<file path="src/rtl/seq_scan_ctrl_pkg.sv">
// Shared types for the serial 1001 scanner: controller and detector states, pattern.
package seq_scan_ctrl_pkg;

    typedef enum logic [1:0] {
        CtrlIdle  = 2'd0,
        CtrlShift = 2'd1,
        CtrlDone  = 2'd2
    } ctrl_state_e;

    typedef enum logic [2:0] {
        DetIdle  = 3'd0,
        DetS1    = 3'd1,
        DetS10   = 3'd2,
        DetS100  = 3'd3,
        DetS1001 = 3'd4
    } det_state_e;

    localparam logic [3:0] PATTERN = 4'b1001;

endpackage

</file>
<file path="src/rtl/seq_scan_ctrl_match.sv">
// Non-overlapping 1001 detector, advanced one bit per step.
module seq_match_fsm
    import seq_scan_ctrl_pkg::*;
(
    input  logic clk,
    input  logic reset,
    input  logic step,
    input  logic clear,
    input  logic bit_in,
    output logic match
);

    det_state_e state_q, state_d, base;

    // Next-state: clear makes this step start from IDLE instead of the held state.
    always_comb begin
        state_d = state_q;
        base    = clear ? DetIdle : state_q;
        if (step) begin
            unique case (base)
                DetIdle:  state_d = (bit_in == PATTERN[3]) ? DetS1 : DetIdle;
                DetS1:    state_d = (bit_in == PATTERN[2]) ? DetS10 : DetS1;
                DetS10:   state_d = (bit_in == PATTERN[1]) ? DetS100 : DetS1;
                DetS100:  state_d = (bit_in == PATTERN[0]) ? DetS1001 : DetIdle;
                DetS1001: state_d = bit_in ? DetS1 : DetIdle;
                default:  state_d = DetIdle;
            endcase
        end
        // S1001 is only reachable from S100, so entering it is exactly one match.
        match = step && (state_d == DetS1001);
    end

    // Detector state register; persists across words unless cleared.
    always_ff @(posedge clk) begin
        if (reset) begin
            state_q <= DetIdle;
        end else begin
            state_q <= state_d;
        end
    end

endmodule

</file>
<file path="src/rtl/seq_scan_ctrl.sv">
// Word-at-a-time 1001 scanner: loads a word, shifts it MSB first through the
// detector, then presents per-word and saturating running match counts.
module seq_scan_ctrl
    import seq_scan_ctrl_pkg::*;
#(
    parameter int unsigned WIDTH = 8,
    parameter int unsigned TOT_W = 16
) (
    input  logic                         clk,
    input  logic                         reset,
    input  logic                         in_valid,
    output logic                         in_ready,
    input  logic [WIDTH-1:0]             in_data,
    input  logic                         restart,
    output logic                         out_valid,
    input  logic                         out_ready,
    output logic [$clog2(WIDTH+1)-1:0]   out_hits,
    output logic [TOT_W-1:0]             total_hits,
    output logic                         busy
);

    localparam int unsigned HitW = $clog2(WIDTH + 1);
    localparam int unsigned CntW = $clog2(WIDTH);

    ctrl_state_e        ctrl_q, ctrl_d;
    logic [WIDTH-1:0]   shreg_q, shreg_d;
    logic [CntW-1:0]    cnt_q, cnt_d;
    logic               restart_q, restart_d;
    logic [HitW-1:0]    hits_q, hits_d;
    logic [TOT_W-1:0]   total_q, total_d;
    logic               step, clear, match;

    assign step  = (ctrl_q == CtrlShift);
    // Restart only affects the first bit of the word.
    assign clear = restart_q && (cnt_q == '0);

    seq_match_fsm u_match (
        .clk    (clk),
        .reset  (reset),
        .step   (step),
        .clear  (clear),
        .bit_in (shreg_q[WIDTH-1]),
        .match  (match)
    );

    // Controller next-state, shift register, bit counter and hit counters.
    always_comb begin
        ctrl_d    = ctrl_q;
        shreg_d   = shreg_q;
        cnt_d     = cnt_q;
        restart_d = restart_q;
        hits_d    = hits_q;
        total_d   = total_q;
        unique case (ctrl_q)
            CtrlIdle: begin
                if (in_valid) begin
                    shreg_d   = in_data;
                    cnt_d     = '0;
                    hits_d    = '0;
                    restart_d = restart;
                    ctrl_d    = CtrlShift;
                end
            end
            CtrlShift: begin
                shreg_d = shreg_q << 1;
                cnt_d   = cnt_q + CntW'(1);
                if (match) begin
                    hits_d = hits_q + HitW'(1);
                    if (total_q != '1) begin
                        total_d = total_q + TOT_W'(1);
                    end
                end
                if (cnt_q == CntW'(WIDTH - 1)) begin
                    ctrl_d = CtrlDone;
                end
            end
            CtrlDone: begin
                if (out_ready) begin
                    ctrl_d = CtrlIdle;
                end
            end
            default: ctrl_d = CtrlIdle;
        endcase
    end

    // State registers; reset discards any word in flight.
    always_ff @(posedge clk) begin
        if (reset) begin
            ctrl_q    <= CtrlIdle;
            shreg_q   <= '0;
            cnt_q     <= '0;
            restart_q <= 1'b0;
            hits_q    <= '0;
            total_q   <= '0;
        end else begin
            ctrl_q    <= ctrl_d;
            shreg_q   <= shreg_d;
            cnt_q     <= cnt_d;
            restart_q <= restart_d;
            hits_q    <= hits_d;
            total_q   <= total_d;
        end
    end

    assign in_ready   = (ctrl_q == CtrlIdle);
    assign out_valid  = (ctrl_q == CtrlDone);
    assign busy       = (ctrl_q != CtrlIdle);
    assign out_hits   = hits_q;
    assign total_hits = total_q;

endmodule

</file>
<file path="config.mk">
export PLATFORM = sky130hd
export DESIGN_NAME = seq_scan_ctrl
export DESIGN_NICKNAME = d
export VERILOG_FILES = /design/src/rtl/seq_scan_ctrl_pkg.sv /design/src/rtl/seq_scan_ctrl_match.sv /design/src/rtl/seq_scan_ctrl.sv
export SDC_FILE = /design/constraint.sdc
export NUM_CORES = 1
export LEC_CHECK = 0
export BUFFER_PORTS_ARGS = -buffer_cell sky130_fd_sc_hd__clkbuf_2
export CORE_MARGIN = 4
export CORE_UTILIZATION = 45
export CTS_CLUSTER_SIZE = 16
export DETAILED_ROUTE_END_ITERATION = 12
export PLACE_DENSITY = 0.67
export SLEW_MARGIN = 20
export SYNTH_ARGS = -nofsm -noshare
export SYNTH_HDL_FRONTEND = slang
export SYNTH_SLANG_ARGS = --single-unit
</file>
<file path="constraint.sdc">
create_clock -name clk -period 6.42 [get_ports clk]
set_input_delay 1.284 -clock clk [delete_from_list [all_inputs] [get_ports clk]]
set_output_delay 1.284 -clock clk [all_outputs]
set_load 0.005 [all_outputs]
</file>
==> metrics.cfg <==
[power]
power_switching_w = 0.000103
power_frac_comb_pct = 7.4
p_clk_share_pct = 37.2
power_frac_seq_pct = 55.3
p_sw_share_pct = 23.5
power_w = 0.000437
power_leakage_nw = 0.814
powerDensity_nw_per_um2 = 200
p_int_w = 0.000334
ir_drop_mv = 0.0884

[cts]
ctsLongestPathBuffers = 2
htree_num_levels = 2
cts_setup_buffers = 0
cts-hold-fix-buffers = 0
cts.repair.resized = 0
clk_root_buffer_cell = clkbuf_8
cts_sinks = 37
cts_tree = built
numCtsBuffers = 5
clk_pin_slew_ns = 0.07
insertion_delay_ns = 0.29

[finish]
layout-drive-gt1-share_pct = 19.1
final_common_cell = dfxtp_1
fin_area_um2 = 2180
nets = 280
syn2layout_area_growth_pct = 13.6
fin_util_pct = 53.7
insertedDiodeCount = 0
final_cell_mix = 37 x dfxtp_1, 35 x clkbuf_2, 26 x nor2_1

[yosys]
synth-seq-cells = 37
yosys-top-cells-area = dfxtp_1 39%, a21oi_1 5.5%, nor2_1 5.1%
synthArstFlopShare_pct = 0
syn-num-nets = 250
yosysTopAreaCell = dfxtp_1
synthDistinctLibCells = 42
synth_area_um2 = 1920
ys_seq_area_share_pct = 38.6
synthCells = 232
synth.top_cell.area_share_pct = 38.6
synth_warnings = 0
synth-edff-count = 0
ys.flop_type = dfxtp_1
postSynthAreaPerCell_um2 = 8.28

[critical_path]
rrSetupSlack_ns = 4.06
rr_endpoint = total_hits[9]$_SDFFE_PP0P_
slowest_stage = dfxtp_1
startpoint_type = register
max_stage_delay_ns = 0.50
cp_cell_sequence = nor2b_1 -> clkbuf_2
r2r-start = cnt_q[0]$_SDFFE_PP0P_
critPathBufInv = 1
crit_fanout = 10
critPathTopFamily = flip-flops
cp.arrival_ns = 1.16
critPathRequiredTime_ns = 5.14
rr_worst_depth = 6
end_kind = output port
worstSetupPathType = register to output port

[floorplan]
die_h_um = 73.3
core_area_um2 = 4060
ios = 36
rows = 23
die_w_um = 73.3
die-area_um2 = 5380
start_util_pct = 47.3

[timing]
slew_headroom_pct = 41.2
grt_setup_unrepaired = no
tightest_slew_ns = 0.878
fin_setup_tns_ns = 0
slew_violations = 0
fmax_mhz = 408
finalHoldViolCount = 0
final.min_clock_period_ns = 2.45
skew_ns = 0.00799
fin_crit_sh_pct = 38.1
setup_viol = 0

[global_route]
grt_usage_pct = 16.2
grt_pass1_vias = 1512
grt_pass1_wl_um = 6860
grt_max_degree = 44
gr-total-overflow = 0
antenna_found_initial = 0

[routing]
wl_per_cell_um = 13.5
vias = 1742
postRouteAntennaNets = 0
drc = 0
drt_wl_total_um = 4210
viasPerCell = 5.58
drt_pass1_iterations = 4
drt-initial-drc-count = 149

[hold_path]
min_path_cells = 2
min_path_type = register to register
worstHoldStart = restart_q$_SDFFE_PP0P_
whs_endpoint = restart_q$_SDFFE_PP0P_

[place]
placed_area_um2 = 2090
place.gp.congestion = 0.754
dpl.hpwl_um = 2890
io_buffers = 35

[run]
drv_cap = 0

[outcome]
outcome = completed

## state kept, by name (all words and copies together), names as in the netlist
name,count
out_hits,4
u_match.state_q,3
ctrl_q,2
total_hits,16
restart_q,1
shreg_q,8
cnt_q,3
## tightest hold or removal path: stages, from the launching register on
cell and delay, ns:
dfxtp_1 0.32, nand2_1 0.06, a21oi_1 0.05
## cells in the mapped netlist, types with 7 or more instances
cell type,instances
a311oi_1,7
nand4_1,8
nand3_1,9
inv_1,8
nor2b_1,7
dfxtp_1,37
nor2_1,26
clkbuf_1,7
or4_1,8
nand2_1,25
a21oi_1,21
## through the flow
| stage | hold WS [ns] | setup WS, ns | std cells |
|---|---|---|---|
| finish | 0.478 | 3.97 | 312 |
| global route | 0.503 | 3.88 | 312 |
| CTS | 0.476 | 3.97 | 312 |
| detailed placement | 0.466 | 3.84 | 305 |
| global placement | 0.463 | 3.89 | 305 |
| floorplan | 0.437 | 4.18 | 232 |
## power groups by stage
stage	Clock (W)	Combinational [W]	Sequential, W
after floorplan	0	0.0000250	0.000245
after global placement	0	0.0000325	0.000247
after detailed placement	0	0.0000328	0.000247
after CTS	0.000166	0.0000328	0.000242
after global routing	0.000177	0.0000371	0.000243
final	0.000163	0.0000326	0.000242
## how the worst max path moves through the flow
stage,cells past startpoint,to,startpoint
after CTS,2,out_valid,ctrl_q[1]$_SDFFE_PP0P_
final,2,out_valid,ctrl_q[1]$_SDFFE_PP0P_
after floorplan,8,total_hits[8]$_SDFFE_PP0P_,cnt_q[0]$_SDFFE_PP0P_
after global placement,5,shreg_q[5]$_SDFFE_PP0P_,in_valid
after detailed placement,5,shreg_q[1]$_SDFFE_PP0P_,in_valid
after global routing,2,out_valid,ctrl_q[1]$_SDFFE_PP0P_
## metal layers
| metal | wire length [um] | up-vias | part of all wire [%] | global-route usage (%) |
|---|---|---|---|---|
| li1 | - | 917 | - | - |
| met1 | 2130 | 794 | 51 | 21.9 |
| met2 | 1870 | 29 | 44 | 24.4 |
| met3 | 180 | 2 | 4.3 | 3.28 |
| met4 | 30 | 0 | 0.71 | 7.85 |
| met5 | 0 | - | 0 | 0 |
## area by class of cell
type / count / area, um^2
inverter: 8 / 30.0
timing repair buffer: 36 / 183
tap: 50 / 62.6
fill: 387 / 1880
multi-input combinational: 174 / 1080
sequential: 37 / 741
clock buffer: 7 / 86.3
## cells by family (layout without fill, tap and decap cells)
logic type / after synthesis / after routing / synth area share [%]
compound gates: 51 / 51 / 16.7
buf+inv: 21 / 51 / 5.28
flops: 37 / 37 / 38.6
mux: 6 / 6 / 3.52
fa+ha+maj: 5 / 5 / 3.26
simple gates: 112 / 112 / 32.6
(Power assumes the default switching activity.)
